<file path="src/rtl/ref_pkg.sv">
// Shared constants and helpers for the refresh scheduler slice.
package ref_pkg;

  function automatic int unsigned clog2(input int unsigned v);
    int unsigned r;
    r = 0;
    for (int unsigned p = 1; p < v; p = p << 1) r++;
    return r;
  endfunction

  localparam int unsigned REF_CNT_W      = 8;
  localparam int unsigned REF_URG_THR    = 224;
  localparam int unsigned REF_MAX_DEBT   = 2;
  localparam int unsigned REF_TMO_STAGES = 2;

  // Width of the Debt bus for the default configuration.
  localparam int unsigned DW = clog2(REF_MAX_DEBT + 1);

endpackage

</file>
<file path="src/rtl/ref_debt_ctr.sv">
// Saturating up/down counter of owed refreshes with overflow pulse.
module ref_debt_ctr
  import ref_pkg::*;
#(
  parameter  int unsigned MAX_DEBT = REF_MAX_DEBT,
  localparam int unsigned DBW      = clog2(MAX_DEBT + 1)
) (
  input  logic           FCLK,
  input  logic           nRES,
  input  logic           inc,
  input  logic           decReq,
  output logic [DBW-1:0] Debt,
  output logic           RefOvf
);

  logic           dec;
  logic [DBW-1:0] debtNxt;
  logic           ovfNxt;

  // A simultaneous tick and ack cancel out, even when saturated.
  always_comb begin
    debtNxt = Debt;
    ovfNxt  = 1'b0;
    dec     = decReq && (Debt != '0);
    if (inc && !dec) begin
      if (Debt < DBW'(MAX_DEBT)) debtNxt = Debt + DBW'(1);
      else                       ovfNxt  = 1'b1;
    end else if (dec && !inc) begin
      debtNxt = Debt - DBW'(1);
    end
  end

  always_ff @(posedge FCLK or negedge nRES) begin
    if (!nRES) begin
      Debt   <= '0;
      RefOvf <= 1'b0;
    end else begin
      Debt   <= debtNxt;
      RefOvf <= ovfNxt;
    end
  end

endmodule

</file>
<file path="src/rtl/ref_sched.sv">
// Periodic refresh request generator with bounded debt and bus-cycle timeouts.
module ref_sched
  import ref_pkg::*;
#(
  parameter  int unsigned CNT_W      = REF_CNT_W,
  parameter  int unsigned URG_THR    = REF_URG_THR,
  parameter  int unsigned MAX_DEBT   = REF_MAX_DEBT,
  parameter  int unsigned TMO_STAGES = REF_TMO_STAGES,
  localparam int unsigned DBW        = clog2(MAX_DEBT + 1)
) (
  input  logic                  FCLK,
  input  logic                  nRES,
  input  logic                  CACT,
  input  logic                  RefAck,
  output logic                  RefReq,
  output logic                  RefUrgent,
  output logic                  RefOvf,
  output logic [DBW-1:0]        Debt,
  output logic [TMO_STAGES-1:0] Timeout
);

  if (CNT_W < 1 || CNT_W > 31) begin : gBadCntW
    $error("ref_sched: CNT_W must be 1..31");
  end
  if (URG_THR == 0 || 64'(URG_THR) >= (64'd1 << CNT_W)) begin : gBadUrgThr
    $error("ref_sched: URG_THR must satisfy 0 < URG_THR < 2**CNT_W");
  end
  if (MAX_DEBT < 1 || MAX_DEBT > 15) begin : gBadMaxDebt
    $error("ref_sched: MAX_DEBT must be 1..15");
  end
  if (TMO_STAGES < 1) begin : gBadTmo
    $error("ref_sched: TMO_STAGES must be at least 1");
  end

  logic [CNT_W-1:0]      RefCnt;
  logic                  tick;
  logic                  urgMulti;
  logic [TMO_STAGES-1:0] tmoNxt;

  // Free-running interval counter; tick marks its last count.
  always_ff @(posedge FCLK or negedge nRES) begin
    if (!nRES) RefCnt <= '0;
    else       RefCnt <= RefCnt + CNT_W'(1);
  end

  assign tick = (RefCnt == '1);

  ref_debt_ctr #(
    .MAX_DEBT (MAX_DEBT)
  ) uDebt (
    .FCLK   (FCLK),
    .nRES   (nRES),
    .inc    (tick),
    .decReq (RefAck),
    .Debt   (Debt),
    .RefOvf (RefOvf)
  );

  if (MAX_DEBT >= 2) begin : gUrgMulti
    assign urgMulti = (Debt >= DBW'(2));
  end else begin : gUrgSingle
    assign urgMulti = 1'b0;
  end

  assign RefReq    = (Debt != '0);
  assign RefUrgent = urgMulti || ((Debt == DBW'(1)) && (RefCnt >= CNT_W'(URG_THR)));

  // Timeout shift chain: each tick with CACT high advances one stage; CACT low clears.
  always_comb begin
    tmoNxt = Timeout;
    if (!CACT) begin
      tmoNxt = '0;
    end else if (tick) begin
      tmoNxt[0] = 1'b1;
      for (int unsigned k = 1; k < TMO_STAGES; k++) tmoNxt[k] = Timeout[k-1];
    end
  end

  always_ff @(posedge FCLK or negedge nRES) begin
    if (!nRES) Timeout <= '0;
    else       Timeout <= tmoNxt;
  end

endmodule

</file>
<file path="config.mk">
export PLATFORM = sky130hd
export DESIGN_NAME = ref_sched
export DESIGN_NICKNAME = d
export VERILOG_FILES = /design/src/rtl/ref_pkg.sv /design/src/rtl/ref_debt_ctr.sv /design/src/rtl/ref_sched.sv
export SDC_FILE = /design/constraint.sdc
export NUM_CORES = 1
export LEC_CHECK = 0
export BUFFER_PORTS_ARGS = -buffer_cell sky130_fd_sc_hd__buf_4
export CAP_MARGIN = 20
export CORE_MARGIN = 2
export CORE_UTILIZATION = 35
export CTS_CLUSTER_SIZE = 24
export DETAILED_ROUTE_END_ITERATION = 10
export GPL_TIMING_DRIVEN = 0
export PLACE_DENSITY_LB_ADDON = 0.15
export REMOVE_ABC_BUFFERS = 1
export SETUP_SLACK_MARGIN = 0.1
export SYNTH_ARGS = -nofsm -noshare
export SYNTH_HDL_FRONTEND = slang
export SYNTH_SLANG_ARGS = --single-unit
</file>
<file path="constraint.sdc">
create_clock -name FCLK -period 3.63 [get_ports FCLK]
set_input_delay 0.1815 -clock FCLK [delete_from_list [all_inputs] [get_ports FCLK]]
set_output_delay 0.1815 -clock FCLK [all_outputs]
set_load 0.1 [all_outputs]
</file>
==> results_tabular.tex <==
\begin{tabular}{lr}
\hline
Metric & Value \\
\hline
\multicolumn{2}{l}{\textbf{Run status}} \\
Outcome & finished clean \\
\multicolumn{2}{l}{\textbf{Worst setup path}} \\
CP endpoint kind & output pin \\
Reg2reg setup slack & 2.21 ns \\
Data required, critical path & 3.45 ns \\
Arrival time of data at the critical path endpoint & 1.47 ns \\
Reg-to-Reg End & uDebt.Debt[1]\$\_DFFE\_PN0P\_ \\
Cell depth of the worst flop-to-flop path & 5 \\
Type of the setup path with the least slack & reg2out \\
Startpoint types & register \\
Beginning of the worst register-to-register path & uDebt.Debt[1]\$\_DFFE\_PN0P\_ \\
Max FO, Critical Path & 6 \\
\multicolumn{2}{l}{\textbf{Synth}} \\
Biggest area contributors in the synthesized netlist & dfrtp\_1, ha\_1, xnor2\_1 \\
Avg Inst Size Synth & 12.05 sq um \\
Count leader, synth & dfrtp\_1 \\
Mapped cell area & 614.3 sq um \\
Post-synth cell types & 17 \\
Syn. warnings & 0 \\
Register area share after synthesis & 52.95\% \\
Synth Instances & 51 \\
Synth Flop Type & dfrtp\_1 \\
Ys async rst share & 100.0\% \\
Top-area cell type share of the netlist area & 52.95\% \\
Count of flip-flops with a built-in enable after synthesis & 0 \\
Most frequent cells after synthesis & dfrtp\_1, nand3\_1, ha\_1, inv\_1, xnor2\_1 \\
Leading area contributor after synthesis & dfrtp\_1 \\
Synthesized flop and latch total & 13 \\
\multicolumn{2}{l}{\textbf{Timing}} \\
Endpoints failing hold & 0 \\
Final setup skew & 0.001312 ns \\
Sum Neg Setup Slack & 0 ns \\
Min cycle time layout & 1.653 ns \\
Max Fclk & 605.1 MHz \\
Unrepaired setup endpoints after global routing & false \\
Final-report setup violation count & 0 \\
Transition time of the tightest slew-check pin & 0.2796 ns \\
Relative max-transition margin & 81.51\% \\
Final worst-path cycle share & 45.53\% \\
Number of pins with negative max-slew slack in the final report & 0 \\
\multicolumn{2}{l}{\textbf{Drt}} \\
WL per Instance & 11.05 um \\
Total Wirelength & 906 um \\
Final ANT Viol Nets & 0 \\
Via/cell ratio & 4.793 \\
Violation count after the first detailed-route iteration & 9 \\
Via count & 393 \\
First-pass DRT Iterations & 2 \\
DRC violation count after routing & 0 \\
\multicolumn{2}{l}{\textbf{Finish}} \\
Footprint of the flip-flops and latches & 325.3 sq um \\
Multi-input gate area & 259.0 sq um \\
Util after Layout & 43.56\% \\
Antenna Cells & 0 \\
Post-synthesis to final-layout area growth & 19.76\% \\
NumNets Final & 75 \\
Fillers & 169 \\
Proportion of layout cells with a drive suffix above 1 & 23.08\% \\
\multicolumn{2}{l}{\textbf{Power and ir drop}} \\
Worst-case vdd ir drop & 0.2874 mV \\
Static Leakage & 0.3675 nW \\
Power density over the cells & 759.1 mW/mm\^{}2 \\
\multicolumn{2}{l}{\textbf{Clock network}} \\
Number of buffers created by CTS & 3 \\
Clock Sinks & 13 \\
Latest clock arrival within the worst-skew pair & 0.27 ns \\
Root buffer cell & clkbuf\_4 \\
\# resized after CTS & 0 \\
\# H-tree levels & 1 \\
Clock buffer depth & 2 \\
Clock slew at the register clock pins of the worst setup and hold paths & 0.07 ns \\
CTS tree & built \\
\multicolumn{2}{l}{\textbf{Place}} \\
I/O Buffers & 10 \\
Placer congestion estimate & 0.6578 \\
\multicolumn{2}{l}{\textbf{Min path}} \\
Hold Path Cell Cnt & 2 \\
Hold EP & Timeout[0]\$\_DFFE\_PN0P\_ \\
Start point of the worst hold path & CACT \\
Hold Crit Class & in2reg \\
\multicolumn{2}{l}{\textbf{Floorplan}} \\
Die outline width & 45.90 um \\
Count of pins on the block boundary & 11 \\
Vertical die dimension & 45.90 um \\
Std-Cell Core Area & 0.001689 sq mm \\
Die Area & 0.002106 sq mm \\
Cell row count & 15 \\
Starting utilization of the core area & 36.37\% \\
\multicolumn{2}{l}{\textbf{Global route}} \\
Total global routing overflow & 0 \\
Via count of the first global-routing pass & 341 \\
Global-route wire length before repair & 1476 um \\
Overall Global Routing Usage & 10.29\% \\
Pin count of the biggest net entering global routing & 14 \\
Antenna violations before repair & 0 \\
\multicolumn{2}{l}{\textbf{Run}} \\
Max-Cap Viols & 0 \\
\hline
\end{tabular}
## per-layer routing
layer  track usage (%)  wire, um
met1             14.64       435
met2             12.78       401
met3             5.952        70
met4             3.429         0
met5                 0         0
## power breakdown
part,internal (W),total [W],switching [W]
registers,0.000157,0.000169,0.0000125
clock network,0.0000426,0.0000862,0.0000436
logic,0.0000669,0.000303,0.000236
total,0.000266,0.000558,0.000292
## state kept, by name, summed over array words and instances (netlist names)
name          cells
RefCnt            8
Timeout           2
uDebt.Debt        2
uDebt.RefOvf      1
## stage by stage
stage	instances	total power (W)	hold WS (ns)	cell area, sq um	worst slack [ns]
6_report	82	0.0005585	0.1180	735.7	1.977
5_1_grt	82	0.0005860	0.1140	735.7	1.891
4_1_cts	82	0.0005657	0.1111	735.7	1.962
3_5_place_dp	77	0.0004750	0.03661	699.4	2.246
3_3_place_gp	77	0.0004740	0.03652	699.4	2.229
2_1_floorplan	50	0.0004160	-0.1141	603.1	1.476
## worst max-delay path, stage by stage, from the launching register on
cell and delay [ns]:
dfrtp_1 0.43, inv_1 0.10, ha_1 0.19, a211o_1 0.25
buf_4 0.23
## cell usage in the layout, fill, tap and decap left out
master,count
dfrtp_1,13
buf_4,10
nand3_1,6
xnor2_1,5
inv_1,5
ha_1,5
and3_1,3
clkbuf_4,3
and3_4,2
xor2_1,2
mux2i_1,2
a211o_1,1
nand2b_1,1
nand2_1,1
nor2b_1,1
o21ai_0,1
or3_1,1
o21a_1,1
clkbuf_1,1
dlygate4sd3_1,1
## worst max path at each step
| stage | from | to | slack (ns) | cells after the start |
|---|---|---|---|---|
| global route | uDebt.Debt[1]$_DFFE_PN0P_ | RefUrgent | 1.89 | 4 |
| CTS | uDebt.Debt[1]$_DFFE_PN0P_ | RefUrgent | 1.96 | 4 |
| finish | uDebt.Debt[1]$_DFFE_PN0P_ | RefUrgent | 1.98 | 4 |
| detailed placement | uDebt.Debt[1]$_DFFE_PN0P_ | uDebt.Debt[1]$_DFFE_PN0P_ | 2.25 | 5 |
| global placement | uDebt.Debt[1]$_DFFE_PN0P_ | uDebt.Debt[1]$_DFFE_PN0P_ | 2.23 | 5 |
| floorplan | uDebt.Debt[0]$_DFFE_PN0P_ | RefReq | 1.48 | 3 |
## logic make-up (layout without fill, tap and decap cells)
logic type	after synthesis	after routing	share of synthesized area (%)
xor+xnor	7	7	9.980
mux	2	2	3.259
simple gates	15	15	15.28
buf+inv	6	20	4.888
flops	13	13	52.95
fa+ha+maj	5	5	10.18
compound gates	3	3	3.462
## timing repair
action                                 in CTS  in global routing
buffers inserted                            0                  0
endpoints found under the hold margin      13                  0
hold buffers                                1                  0
## final cells by class
| type | instances | share of cell area [%] |
|---|---|---|
| clock buffer | 4 | 3.571 |
| inverter | 5 | 2.551 |
| multi-input combinational | 32 | 35.20 |
| sequential | 13 | 44.22 |
| tap | 17 | 2.891 |
| timing repair buffer | 11 | 11.56 |
Note: power is estimated with default switching activity, not from simulation.
